[src/rtl/slot_machine_if.sv]
// slot_machine_if -- player-side signal bundle of the slot machine.
//
// Player inputs : collect (cash-out request), credit[9:0] (money inserted, a
//                 changed nonzero value is a new deposit), bet[1:0]
//                 (01 = $1, 10 = $2, other = no bet), seed1[5:0], seed2[6:0],
//                 seed3[7:0] (reel seeds).
// Machine outputs: fund[9:0] (player balance), bet_1d[1:0] / bet_2d[1:0]
//                 (accepted-spin indicators), rnum1..rnum3[3:0] (reel symbols).
//
// master : the player / stimulus side, drives the inputs.
// slave  : the slot machine itself, drives the outputs.
interface slot_machine_if;
    logic       collect;
    logic [9:0] credit;
    logic [1:0] bet;
    logic [5:0] seed1;
    logic [6:0] seed2;
    logic [7:0] seed3;
    logic [9:0] fund;
    logic [1:0] bet_1d;
    logic [1:0] bet_2d;
    logic [3:0] rnum1;
    logic [3:0] rnum2;
    logic [3:0] rnum3;

    modport master (
        output collect, credit, bet, seed1, seed2, seed3,
        input  fund, bet_1d, bet_2d, rnum1, rnum2, rnum3
    );

    modport slave (
        input  collect, credit, bet, seed1, seed2, seed3,
        output fund, bet_1d, bet_2d, rnum1, rnum2, rnum3
    );
endinterface

[src/rtl/slot_machine.sv]
// slot_machine -- single-cycle three-reel slot machine.
//
// Ports:
//   clock : rising-edge system clock.
//   reset : synchronous, active-high; clears balance, reels, bet flags and
//           the remembered credit value.
//   bus   : slot_machine_if.slave -- player inputs (collect, credit, bet,
//           seeds) and registered outputs (fund, bet_1d, bet_2d, rnum1-3).
//
// Each edge: a changed nonzero credit is added to the balance; a $1/$2 bet
// that the (deposit-inclusive) balance covers spins the reels, which take
// seedN mod 10, and pays 10x the bet for three of a kind or 2x for a pair.
// The balance saturates at 1023. collect zeroes balance, reels and flags.
module slot_machine (
    input  logic           clock,
    input  logic           reset,
    slot_machine_if.slave  bus
);

    logic [9:0]  credit_prev;

    logic [9:0]  deposit;
    logic [10:0] avail;
    logic [1:0]  bet_amt;
    logic        accept;
    logic [3:0]  sym1, sym2, sym3;
    logic [4:0]  payout;
    logic [11:0] spin_total;

    logic [9:0]  fund_next;
    logic [1:0]  bet_1d_next, bet_2d_next;
    logic [3:0]  rnum1_next, rnum2_next, rnum3_next;

    // Reel symbols; the remainders are below 10, so four bits suffice.
    assign sym1 = 4'(bus.seed1 % 6'd10);
    assign sym2 = 4'(bus.seed2 % 7'd10);
    assign sym3 = 4'(bus.seed3 % 8'd10);

    // A credit value is a deposit only on the edge where it first appears;
    // holding it steady must not add it again.
    assign deposit = ((bus.credit != credit_prev) && (bus.credit != 10'd0))
                     ? bus.credit : 10'd0;

    // Deposit is counted before the affordability check; 11 bits hold 2046.
    assign avail = {1'b0, bus.fund} + {1'b0, deposit};

    // NOTE: every signal written in an always_comb gets a default first, so
    // no path through the block leaves it unassigned and no latch is inferred.
    always_comb begin
        bet_amt = 2'd0;
        payout  = 5'd0;
        case (bus.bet)
            2'b01:   bet_amt = 2'd1;
            2'b10:   bet_amt = 2'd2;
            default: bet_amt = 2'd0;
        endcase

        if ((sym1 == sym2) && (sym2 == sym3))
            payout = 5'd10 * {3'd0, bet_amt};
        else if ((sym1 == sym2) || (sym1 == sym3) || (sym2 == sym3))
            payout = 5'd2 * {3'd0, bet_amt};
        else
            payout = 5'd0;
    end

    assign accept = (bet_amt != 2'd0) && !bus.collect
                    && (avail >= {9'd0, bet_amt});

    // avail - bet + payout can reach 2064, hence 12 bits before saturating.
    assign spin_total = {1'b0, avail} - {10'd0, bet_amt} + {7'd0, payout};

    always_comb begin
        fund_next   = bus.fund;
        bet_1d_next = 2'b00;
        bet_2d_next = 2'b00;
        rnum1_next  = bus.rnum1;
        rnum2_next  = bus.rnum2;
        rnum3_next  = bus.rnum3;

        if (bus.collect) begin
            // Cash-out wins over any bet or deposit presented this cycle.
            fund_next  = 10'd0;
            rnum1_next = 4'd0;
            rnum2_next = 4'd0;
            rnum3_next = 4'd0;
        end else if (accept) begin
            fund_next   = (spin_total > 12'd1023) ? 10'd1023 : spin_total[9:0];
            bet_1d_next = (bet_amt == 2'd1) ? 2'b01 : 2'b00;
            bet_2d_next = (bet_amt == 2'd2) ? 2'b10 : 2'b00;
            rnum1_next  = sym1;
            rnum2_next  = sym2;
            rnum3_next  = sym3;
        end else begin
            // No spin (no bet, or unaffordable): just bank any deposit.
            fund_next = (avail > 11'd1023) ? 10'd1023 : avail[9:0];
        end
    end

    // NOTE: registers are updated with non-blocking assignments so every
    // register samples the pre-edge values regardless of statement order.
    always_ff @(posedge clock) begin
        if (reset) begin
            credit_prev <= 10'd0;
            bus.fund    <= 10'd0;
            bus.bet_1d  <= 2'b00;
            bus.bet_2d  <= 2'b00;
            bus.rnum1   <= 4'd0;
            bus.rnum2   <= 4'd0;
            bus.rnum3   <= 4'd0;
        end else begin
            // Tracks credit on every edge, collect cycles included, so a
            // discarded deposit is not re-added once collect drops.
            credit_prev <= bus.credit;
            bus.fund    <= fund_next;
            bus.bet_1d  <= bet_1d_next;
            bus.bet_2d  <= bet_2d_next;
            bus.rnum1   <= rnum1_next;
            bus.rnum2   <= rnum2_next;
            bus.rnum3   <= rnum3_next;
        end
    end

endmodule

[src/flat_wrapper.sv]
// flat-port wrapper written by rule: the top's interface ports become plain ports
module slot_machine_flat 
  (clock, reset, bus_collect, bus_credit, bus_bet, bus_seed1, bus_seed2, bus_seed3, bus_fund, bus_bet_1d, bus_bet_2d, bus_rnum1, bus_rnum2, bus_rnum3);
  slot_machine_if bus_i ();
  input  logic clock;
  input  logic reset;
  input wire logic [$bits(bus_i.collect)-1:0] bus_collect;
  input wire logic [$bits(bus_i.credit)-1:0] bus_credit;
  input wire logic [$bits(bus_i.bet)-1:0] bus_bet;
  input wire logic [$bits(bus_i.seed1)-1:0] bus_seed1;
  input wire logic [$bits(bus_i.seed2)-1:0] bus_seed2;
  input wire logic [$bits(bus_i.seed3)-1:0] bus_seed3;
  output wire logic [$bits(bus_i.fund)-1:0] bus_fund;
  output wire logic [$bits(bus_i.bet_1d)-1:0] bus_bet_1d;
  output wire logic [$bits(bus_i.bet_2d)-1:0] bus_bet_2d;
  output wire logic [$bits(bus_i.rnum1)-1:0] bus_rnum1;
  output wire logic [$bits(bus_i.rnum2)-1:0] bus_rnum2;
  output wire logic [$bits(bus_i.rnum3)-1:0] bus_rnum3;
  assign bus_i.collect = bus_collect;
  assign bus_i.credit = bus_credit;
  assign bus_i.bet = bus_bet;
  assign bus_i.seed1 = bus_seed1;
  assign bus_i.seed2 = bus_seed2;
  assign bus_i.seed3 = bus_seed3;
  assign bus_fund = bus_i.fund;
  assign bus_bet_1d = bus_i.bet_1d;
  assign bus_bet_2d = bus_i.bet_2d;
  assign bus_rnum1 = bus_i.rnum1;
  assign bus_rnum2 = bus_i.rnum2;
  assign bus_rnum3 = bus_i.rnum3;
  slot_machine u_core (.clock(clock), .reset(reset), .bus(bus_i));
endmodule
[config.mk]
export PLATFORM = sky130hd
export DESIGN_NAME = slot_machine_flat
export DESIGN_NICKNAME = d
export VERILOG_FILES = /design/src/rtl/slot_machine_if.sv /design/src/rtl/slot_machine.sv /design/src/flat_wrapper.sv
export SDC_FILE = /design/constraint.sdc
export NUM_CORES = 1
export LEC_CHECK = 0
export ABC_AREA = 1
export BUFFER_PORTS_ARGS = -buffer_cell sky130_fd_sc_hd__clkbuf_2
export CORE_MARGIN = 2
export CORE_UTILIZATION = 42
export DETAILED_ROUTE_END_ITERATION = 6
export GPL_ROUTABILITY_DRIVEN = 0
export PLACE_DENSITY = 0.64
export SYNTH_ARGS = -nofsm -noshare
export SYNTH_HDL_FRONTEND = slang
export SYNTH_SLANG_ARGS = --single-unit
[constraint.sdc]
create_clock -name clock -period 13.05 [get_ports clock]
set_input_delay 0.6525 -clock clock [delete_from_list [all_inputs] [get_ports clock]]
set_output_delay 0.6525 -clock clock [all_outputs]
set_load 0.03 [all_outputs]
==> results by group, run 1 <==
Clocking
  – TritonCTS clock tree: built
  – Max clock buf depth: 2
  – Postcts setup bufs: 0
  – CTS Root Cell: clkbuf_8
  – Worst-Skew Late Latency: 290 ps
  – # hold bufs at CTS: 0
  – Inserted Clock Buffers: 5
  – Post-CTS Resized: 0
  – # H-tree levels: 2
  – Clk slew on worst S/H paths: 80 ps
  – Clock Sinks: 34

Worst setup path
  – R2R Setup Slk: around 7300 ps
  – CP endpoint kind: flop
  – Worst-path maximum fanout: 10
  – Worst reg2reg path startpoint: u_core.credit_prev[1]
  – Slowest CP cell: fa_1
  – Critical path class: input port to flop
  – Register-to-Register Path Depth: 24
  – Crit path capture: u_core.bus.fund[7]
  – CP required: about 13000 ps
  – Crit Reg-Reg Endpoint: u_core.bus.fund[7]
  – CP startpoint: bus_seed2[6]
  – Crit path largest cell delay: around 480 ps
  – Crit-path most repeated cell: nand2_1
  – Worst Path Arrival: 6350 ps
  – CP startpoint kind: input port

Flow run
  – MaxCap Viol Count: 0

Die
  – Die Area: between 0.008 and 0.009 mm^2
  – Core box area: about 0.008 mm^2
  – Num ports: 62
  – Die Width: around 95 um
  – # rows: 33
  – Die H: 94.8 um
  – Initial core utilization: 0.428

Synthesis
  – EDFF count, synth: 0
  – Yosys warnings: 0
  – Area contributors post-synth: dfxtp_1 20%, ha_1 15%, inv_1 9.6%
  – FF+latch count, synth: 34
  – Sequential-to-total area share from yosys stat: 0.197
  – Unique cell type count in the Yosys netlist: 40
  – Main flop type after synthesis: dfxtp_1
  – Mapped Cells: 521
  – Async SR Flop Fraction: 0
  – Mean Syn Cell Area: 6.65 um^2
  – Post-synth top area share: 0.197
  – Cell taking the most area after synthesis: dfxtp_1
  – Post-Syn Area: 0.00346 mm^2

Placement
  – Dpl ws: 6540 ps
  – Port buffer count: between 50 and 60
  – Cell Area, Placed: just under 0.004 mm^2
  – Detailed Place HPWL: approximately 6.6 mm
  – DP Cell Count: 681

STA
  – Peak Freq: 161 MHz
  – Minimum clock period: between 6000 and 7000 ps
  – Max-slew violations: 0
  – RSZ-0062 raised after global routing: false
  – Slack of the critical path: ~6800 ps
  – Actual slew at the worst max-slew pin: 814 ps
  – Setup-failing EPs final: 0
  – Crit share post-route: 0.476
  – Final Hold Viols: 0
  – Final TNS setup: 0 ps
  – Worst clock skew: between 8 and 9 ps
  – Slew HR: 0.457

Drt
  – DRT Pass-1 Iters: 4
  – DRC: 0
  – Post-DR vias/cell: 4.92
  – Post-DR wirelength/cell: between 10 and 15 um
  – DR iter-0 viols: between 100 and 150
  – Antenna viol nets, final: 0
  – Vias: 3384
  – WL final: approximately 7.8 mm

Global route
  – First-pass GRT wire length: between 10 and 15 mm
  – Largest net degree at the start of global routing: 23
  – Via count of the first global-routing pass: about 3300
  – GRT overflow: 0
  – Initial antenna violation count: 0
  – Total track usage: 0.187

Finish
  – Final instance area: 0.00398 mm^2
  – ANT cells: 0
  – FILL cells: between 800 and 900
  – Share of cells above drive strength 1: 0.180
  – Area delta synth->final: 15.0%
  – Final nets: ~660
  – Non-Filler Instances: 688

Pwr
  – Power density cells: around 160 mW/mm^2
  – VDD IR max: roughly 0.000076 V
  – Pleak: roughly 2.2 nW
  – Final Power: approximately 620 uW

Min path
  – HP Class: flop to flop

Run status
  – Status: completed
final cells by class:
cell class                 count  area [um^2]  area share
clock buffer                   6         82.6      0.0207
clock inverter                 1         30.0     0.00754
tap                          105          131      0.0330
inverter                      92          345      0.0867
multi-input combinational    390         2410       0.605
timing repair buffer          60          303      0.0761
sequential                    34          681       0.171
cell usage in the layout, fill, tap and decap left out, drive strengths merged, types with 3 or more instances in the layout:
cell type	netlist	final
nand2	111	111
xnor2	11	11
o21ai	32	32
a21o	5	5
o21bai	3	3
inv	92	92
dfxtp	34	34
clkbuf	2	65
ha	42	42
nand4	8	8
a211oi	4	4
nand3	46	46
o211ai	4	4
xor2	21	21
nor2	52	52
fa	3	3
a21oi	35	35
cells in the mapped netlist (3+ instances only):
| cell type | n |
|---|---|
| a211oi_1 | 4 |
| a21o_1 | 5 |
| a21oi_1 | 32 |
| a21oi_2 | 3 |
| dfxtp_1 | 34 |
| fa_1 | 3 |
| ha_1 | 42 |
| inv_1 | 89 |
| inv_2 | 3 |
| nand2_1 | 89 |
| nand2_2 | 20 |
| nand3_1 | 43 |
| nand3_2 | 3 |
| nand4_1 | 8 |
| nor2_1 | 49 |
| o211ai_1 | 3 |
| o21ai_0 | 28 |
| o21ai_1 | 3 |
| xnor2_1 | 11 |
| xor2_1 | 21 |
critical path: cells and delay by family:
family          cells  cell delay (ps)
compound gates     10             1430
xor+xnor            2              370
fa+ha+maj           4             1270
buf+inv             7              470
simple gates       22             2170
metrics by stage:
stage               utilization  hold slack [ps]
CTS                       0.492              475
finish                    0.492              470
detailed placement        0.478              462
floorplan                     -              585
global route              0.492              496
global placement          0.478              452
worst min path at each step:
stage | start | to | slack [ps] | cells after the start
after floorplan | u_core.bus.rnum1[0] | u_core.bus.rnum1[0] | 590 | 2
after global placement | u_core.bus.rnum2[0] | u_core.bus.rnum2[0] | 450 | 2
after detailed placement | u_core.bus.rnum3[0] | u_core.bus.rnum3[0] | 460 | 2
after CTS | u_core.bus.rnum3[0] | u_core.bus.rnum3[0] | 480 | 2
after global routing | u_core.bus.rnum3[0] | u_core.bus.rnum3[0] | 500 | 2
final | u_core.bus.rnum1[0] | u_core.bus.rnum1[0] | 470 | 2
power by group:
part	internal, mW	leakage, nW	total [mW]	switching, mW
combinational	0.145	1.88	0.400	0.255
clock	0.0611	0.0573	0.100	0.0390
sequential	0.115	0.279	0.121	0.00669
total	0.321	2.22	0.621	0.301
cell families (layout without fill, tap and decap cells):
group,after synthesis,count (layout),share of synthesized area
AOI/OAI and AO/OA,87,87,0.147
xor gates and xnor gates,32,32,0.0809
adders and majority gates,45,45,0.169
buffers and inverters,98,159,0.109
DFF,34,34,0.197
other,1,2,0.00108
and+or+nand+nor,224,224,0.297
sequential cells by signal (all words and copies together) (netlist names):
| register | flops |
|---|---|
| u_core.bus.rnum3 | 4 |
| u_core.bus.rnum2 | 4 |
| u_core.credit_prev | 10 |
| u_core.bus.fund | 10 |
| u_core.bus.bet_1d | 1 |
| u_core.bus.bet_2d | 1 |
| u_core.bus.rnum1 | 4 |
layer usage:
layer | vias up | global-route usage | share of wire
met2 | 83 | 0.353 | 0.49
met3 | 2 | 0.0343 | 0.053
met1 | 1506 | 0.221 | 0.45
li1 | 1793 | - | -
met5 | - | 0 | 0
met4 | 0 | 0.0290 | 0.0027
Note: power is estimated with default switching activity, not from simulation.
==> run 2, diff against run 1 <==
==> constraint.sdc (replaced) <==
create_clock -name clock -period 6.3 [get_ports clock]
set_input_delay 0.315 -clock clock [delete_from_list [all_inputs] [get_ports clock]]
set_output_delay 0.315 -clock clock [all_outputs]
set_load 0.03 [all_outputs]
==> results by group, run 2 (same netlist as run 1, synthesis figures left out) <==
Clocking
  – CTS Root Cell: clkbuf_8 (unchanged)
  – Worst-Skew Late Latency: 290 ps (about the same)
  – # hold bufs at CTS: 0 (unchanged)
  – Max clock buf depth: 2 (unchanged)
  – TritonCTS clock tree: built (unchanged)
  – Post-CTS Resized: 0 (unchanged)
  – Postcts setup bufs: 0 (unchanged)
  – Inserted Clock Buffers: 5 (unchanged)
  – Clock Sinks: 34 (unchanged)
  – # H-tree levels: 2 (unchanged)
  – Clk slew on worst S/H paths: 70 ps (was 80 ps)

Worst setup path
  – Critical path class: input port to flop (unchanged)
  – Crit path largest cell delay: 480 ps (about the same)
  – Register-to-Register Path Depth: 26 (was 24)
  – CP Buf/Inv Count: 7 (unchanged)
  – Worst path depth: 44 (was 45)
  – Worst-path maximum fanout: 10 (unchanged)
  – Crit Reg-Reg Endpoint: u_core.bus.fund[6] (was u_core.bus.fund[7])
  – CP startpoint kind: input port (unchanged)
  – CP startpoint: bus_seed2[6] (unchanged)
  – CP top delay family: simple AND/OR/NAND/NOR gates (unchanged)
  – R2R Setup Slk: 1080 ps (was 7280 ps)
  – Crit path capture: u_core.bus.fund[6] (was u_core.bus.fund[7])
  – Crit-path most repeated cell: nand2_1 (unchanged)
  – CP required: 6450 ps (was 13190 ps)
  – CP endpoint kind: flop (unchanged)
  – Slowest CP cell: fa_1 (unchanged)
  – Worst Path Arrival: 5850 ps (was 6350 ps)
  – Worst reg2reg path startpoint: u_core.credit_prev[1] (unchanged)

Finish
  – FILL cells: 828 (was 864)
  – Largest regs: u_core.bus.fund: 10 flops, u_core.credit_prev: 10 flops (unchanged)
  – Final instance area: 0.00402 mm^2 (was 0.00398 mm^2)
  – Share of cells above drive strength 1: 0.187 (was 0.180)
  – Area delta synth->final: 16.0% (was 15.0%)
  – ANT cells: 0 (unchanged)
  – Most frequent cells in the layout: 89 x inv_1, 89 x nand2_1, 59 x clkbuf_2, 49 x nor2_1 (was 89 x inv_1, 89 x nand2_1, 59 x clkbuf_2, 49 x nor2_1, 43 x nand3_1)
  – Final nets: 668 (was 664)

Global route
  – GRT overflow: 0 (unchanged)
  – Via count of the first global-routing pass: 3268 (was 3275)
  – Total track usage: 0.184 (was 0.187)
  – First-pass GRT wire length: 13.4 mm (was 13.7 mm)
  – Initial antenna violation count: 0 (unchanged)
  – Largest net degree at the start of global routing: 18 (was 23)

Die
  – # rows: 33 (unchanged)
  – Die H: 94.8 um (unchanged)
  – Die Area: 0.00899 mm^2 (unchanged)
  – Num ports: 62 (unchanged)
  – Initial core utilization: 0.428 (unchanged)
  – Core box area: 0.00809 mm^2 (unchanged)
  – Die Width: 94.8 um (unchanged)

Drt
  – DRC: 0 (unchanged)
  – Vias: 3358 (was 3384)
  – DR iter-0 viols: 95 (was 140)
  – Post-DR wirelength/cell: 11.3 um (was 11.4 um)
  – DRT Pass-1 Iters: 4 (unchanged)
  – Antenna viol nets, final: 0 (unchanged)
  – Post-DR vias/cell: 4.85 (was 4.92)
  – WL final: 7.80 mm (was 7.85 mm)

Flow run
  – MaxCap Viol Count: 0 (unchanged)

Min path
  – HP Class: input port to flop (was flop to flop)

STA
  – Slew HR: 0.610 (was 0.457)
  – Final Hold Viols: 0 (unchanged)
  – Final TNS setup: 0 ps (unchanged)
  – RSZ-0062 raised after global routing: false (unchanged)
  – Actual slew at the worst max-slew pin: 582 ps (was 814 ps)
  – Setup-failing EPs final: 0 (unchanged)
  – Peak Freq: 176 MHz
  – Worst clock skew: 11.0 ps (was 8.66 ps)
  – Crit share post-route: 0.904
  – Minimum clock period: 5700 ps
  – Max-slew violations: 0 (unchanged)

Pwr
  – VDD IR max: 0.000134 V (was 0.0000762 V)
  – Power density cells: 324 mW/mm^2 (was 156 mW/mm^2)
  – Pleak: 2.24 nW (was 2.22 nW)

Run status
  – Status: completed (unchanged)

Placement
  – Port buffer count: 59 (unchanged)
  – Detailed Place HPWL: 6.53 mm (was 6.60 mm)
  – Cell Area, Placed: 0.00390 mm^2 (was 0.00387 mm^2)
run 2: cell types whose count changed in the layout (fill, tap and decap cells not counted):
cell	previous run	this run
nand3_1	43	42
nand3_2	3	4
buf_4	1	5
run 2: power breakdown:
group | internal, mW | leakage, nW | switching, mW
Sequential | 0.237 | 0.279 | 0.0130
Combinational | 0.311 | 1.90 | 0.527
Clock | 0.127 | 0.0573 | 0.0867
run 2: stage by stage:
| stage | util | power, mW | worst slack [ps] | cells | hold WS, ps |
|---|---|---|---|---|---|
| after floorplan | - | 0.900 | 1030 | 522 | 440 |
| after global placement | 0.482 | 1.07 | 486 | 685 | 453 |
| after detailed placement | 0.482 | 1.08 | 257 | 685 | 458 |
| after CTS | 0.496 | 1.30 | 557 | 692 | 267 |
| after global routing | 0.496 | 1.44 | 19.2 | 692 | 293 |
| final | 0.496 | 1.30 | 603 | 692 | 277 |
run 2: how the worst min path moves through the flow:
stage	from	endpoint	slack, ps	cells past startpoint
after detailed placement	u_core.bus.rnum2[0]	u_core.bus.rnum2[0]	460	2
final	bus_credit[3]	u_core.credit_prev[3]	280	3
after floorplan	bus_credit[2]	u_core.credit_prev[2]	440	2
after CTS	bus_credit[3]	u_core.credit_prev[3]	270	3
after global routing	bus_credit[6]	u_core.credit_prev[6]	290	3
after global placement	u_core.bus.rnum3[0]	u_core.bus.rnum3[0]	450	2
run 2: area by class of cell:
class | count | area (um^2) | share of cell area
Clock inverter | 1 | 30.0 | 0.00748
Tap cell | 105 | 131 | 0.0327
Inverter | 92 | 345 | 0.0860
Clock buffer | 6 | 82.6 | 0.0206
Multi-Input combinational cell | 390 | 2410 | 0.601
Sequential cell | 34 | 681 | 0.169
Timing Repair Buffer | 64 | 333 | 0.0829
run 2: worst register-to-register path: cells and delay by family, from the launching register on:
family	cells	cell delay, ps
XOR/XNOR	2	350
AO/OA/AOI/OAI	8	1280
AND/OR/NAND/NOR	8	1020
flip-flops	1	310
buffers and inverters	3	220
adder cells (fa/ha/maj)	5	1900
run 2: routing by layer:
metal / part of all wire / GRT usage
met5: 0 / 0
met1: 0.45 / 0.215
met2: 0.49 / 0.340
met3: 0.045 / 0.0327
met4: 0.018 / 0.0543
==> run 3, diff against run 2 <==
--- a/config.mk
+++ b/config.mk
@@ -6,12 +6,13 @@
 export NUM_CORES = 1
 export LEC_CHECK = 0
 export ABC_AREA = 1
-export BUFFER_PORTS_ARGS = -buffer_cell sky130_fd_sc_hd__clkbuf_2
 export CORE_MARGIN = 2
 export CORE_UTILIZATION = 42
 export DETAILED_ROUTE_END_ITERATION = 6
+export DONT_BUFFER_PORTS = 1
 export GPL_ROUTABILITY_DRIVEN = 0
-export PLACE_DENSITY = 0.64
+export MAX_ROUTING_LAYER = met4
+export PLACE_DENSITY = 0.57
 export SYNTH_ARGS = -nofsm -noshare
 export SYNTH_HDL_FRONTEND = slang
 export SYNTH_SLANG_ARGS = --single-unit
==> results by group, run 3 (same netlist as run 1, synthesis figures left out) <==
Run status
  – Status: completed (unchanged)

Placement
  – Port buffer count: 0 (was 59)
  – Dpl ws: 395 ps (was 257 ps)
  – DP Cell Count: 624 (was 685)
  – Detailed Place HPWL: 6.31 mm (was 6.53 mm)

Finish
  – Share of cells above drive strength 1: 0.0932 (was 0.187)
  – Largest regs: u_core.bus.fund: 10 flops, u_core.credit_prev: 10 flops (unchanged)
  – Post-layout util: 0.458 (was 0.496)
  – Area delta synth->final: 7.01% (was 16.0%)
  – ANT cells: 0 (unchanged)
  – Final nets: 607 (was 668)
  – Non-Filler Instances: 631 (was 692)
  – Most frequent cells in the layout: 89 x inv_1, 89 x nand2_1, 49 x nor2_1, 42 x nand3_1, 42 x ha_1 (was 89 x inv_1, 89 x nand2_1, 59 x clkbuf_2, 49 x nor2_1)

Worst setup path
  – Worst Path Arrival: 5660 ps (was 5850 ps)
  – Crit Reg-Reg Endpoint: u_core.bus.fund[5] (was u_core.bus.fund[6])
  – R2R Setup Slk: 1050 ps (was 1080 ps)
  – CP required: 6440 ps (was 6450 ps)
  – CP Buf/Inv Count: 6 (was 7)
  – Crit path largest cell delay: 480 ps (about the same)
  – CP endpoint kind: flop (unchanged)
  – Crit-path most repeated cell: nand2_1 (unchanged)
  – Slowest CP cell: fa_1 (unchanged)
  – CP top delay family: simple AND/OR/NAND/NOR gates (unchanged)
  – CP startpoint kind: input port (unchanged)
  – Worst-path maximum fanout: 10 (unchanged)
  – Critical path class: input port to flop (unchanged)
  – Worst reg2reg path startpoint: u_core.credit_prev[1] (unchanged)
  – Register-to-Register Path Depth: 27 (was 26)

Drt
  – Antenna viol nets, final: 0 (unchanged)
  – WL final: 7.51 mm (was 7.80 mm)
  – Vias: 3104 (was 3358)
  – DRC: 0 (unchanged)
  – DR iter-0 viols: 84 (was 95)
  – Post-DR vias/cell: 4.92 (was 4.85)
  – DRT Pass-1 Iters: 4 (unchanged)
  – Post-DR wirelength/cell: 11.9 um (was 11.3 um)

STA
  – RSZ-0062 raised after global routing: false (unchanged)
  – Minimum clock period: 5520 ps (was 5700 ps)
  – Setup-failing EPs final: 0 (unchanged)
  – Slack of the critical path: 778 ps (was 603 ps)
  – Final Hold Viols: 0 (unchanged)
  – Peak Freq: 181 MHz (was 176 MHz)
  – Slew HR: 0.595 (was 0.610)
  – Worst clock skew: 11.0 ps (about the same)
  – Final TNS setup: 0 ps (unchanged)
  – Crit share post-route: 0.876 (was 0.904)
  – Max-slew violations: 0 (unchanged)
  – Actual slew at the worst max-slew pin: 606 ps (was 582 ps)

Clocking
  – Clk slew on worst S/H paths: 70 ps (about the same)
  – Inserted Clock Buffers: 5 (unchanged)
  – TritonCTS clock tree: built (unchanged)
  – # hold bufs at CTS: 0 (unchanged)
  – Postcts setup bufs: 0 (unchanged)
  – Max clock buf depth: 2 (unchanged)
  – Worst-Skew Late Latency: 290 ps (about the same)
  – Post-CTS Resized: 0 (unchanged)
  – # H-tree levels: 2 (unchanged)
  – CTS Root Cell: clkbuf_8 (unchanged)
  – Clock Sinks: 34 (unchanged)

Die
  – Initial core utilization: 0.428 (unchanged)
  – Die Width: 94.8 um (unchanged)
  – Die H: 94.8 um (unchanged)
  – Core box area: 0.00809 mm^2 (unchanged)
  – Num ports: 62 (unchanged)
  – # rows: 33 (unchanged)
  – Die Area: 0.00899 mm^2 (unchanged)

Pwr
  – VDD IR max: 0.000135 V (was 0.000134 V)
  – Power density cells: 337 mW/mm^2 (was 324 mW/mm^2)
  – Pleak: 1.98 nW (was 2.24 nW)

Global route
  – Largest net degree at the start of global routing: 21 (was 18)
  – Via count of the first global-routing pass: 3122 (was 3268)
  – Initial antenna violation count: 0 (unchanged)
  – Total track usage: 0.188 (was 0.184)
  – First-pass GRT wire length: 13.3 mm (was 13.4 mm)
  – GRT overflow: 0 (unchanged)

Min path
  – Hold Path End: u_core.credit_prev[2] (was u_core.credit_prev[3])
  – Hold Path Cell Cnt: 1 (was 3)
  – HP Class: input port to flop (unchanged)
  – Min-delay src: reset (was bus_credit[3])

Flow run
  – MaxCap Viol Count: 0 (unchanged)
[run 3: cell types whose count changed in the layout (fill, tap and decap cells not counted)]
cell,before,now
buf_4,5,3
clkbuf_2,59,0
[run 3: how the worst max path moves through the flow]
stage | startpoint | endpoint | slack (ps) | cells past startpoint
after floorplan | bus_seed2[6] | u_core.bus.fund[9] | 1030 | 43
after global placement | bus_seed2[6] | u_core.bus.fund[5] | 580 | 43
after detailed placement | bus_seed2[6] | u_core.bus.fund[8] | 390 | 43
after CTS | bus_seed2[6] | u_core.bus.fund[8] | 680 | 43
after global routing | bus_seed2[6] | u_core.bus.fund[9] | 20 | 43
final | bus_seed2[6] | u_core.bus.fund[5] | 780 | 43
[run 3: layout make-up]
class	count	area (um^2)
Fill cell	884	4390
Multi-Input combinational cell	390	2410
Sequential cell	34	681
Inverter	92	345
Tap cell	105	131
Clock buffer	6	82.6
Clock inverter	1	30.0
Timing Repair Buffer	3	22.5
[run 3: layer usage]
metal  global-route usage  vias to the layer above  wire length, um
met1                0.223                     1356             3360
li1                     -                     1681                -
met2                0.323                       60             3580
met3               0.0431                        7              505
met4               0.0423                        0               61
met5                    -                        -                0
[run 3: power breakdown]
group	switching, mW	total [mW]	leakage [nW]	internal (mW)
clock	0.0816	0.208	0.0573	0.127
sequential	0.0528	0.290	0.279	0.237
combinational	0.468	0.752	1.64	0.284
total	0.602	1.25	1.98	0.648
[run 3: worst register-to-register path, stage by stage (launching register included)]
cell and delay, ps:
dfxtp_1 310, xor2_1 150, nor4_1 320, nand4_1 140, o22ai_1 140, buf_4 190, nor2_1 50, ha_1 200
fa_1 590, inv_1 110, fa_1 510, inv_1 40, ha_1 200, fa_1 400, nand3_1 90, nand2_1 80
a21o_1 160, a21oi_1 200, inv_1 60, a21oi_1 130, o21bai_1 100, nand2_1 70, nand2_1 40, a21oi_1 140
xor2_1 190, nand3_2 190, o21ai_0 210, a21oi_1 70
[run 3: metrics by stage]
stage | hold slack (ps) | power [mW] | instance area, um^2
2_1_floorplan | 440 | 0.900 | 3470
3_3_place_gp | 388 | 1.04 | 3590
3_5_place_dp | 391 | 1.04 | 3590
4_1_cts | 81.9 | 1.26 | 3700
5_1_grt | 71.0 | 1.40 | 3710
6_report | 90.7 | 1.25 | 3710
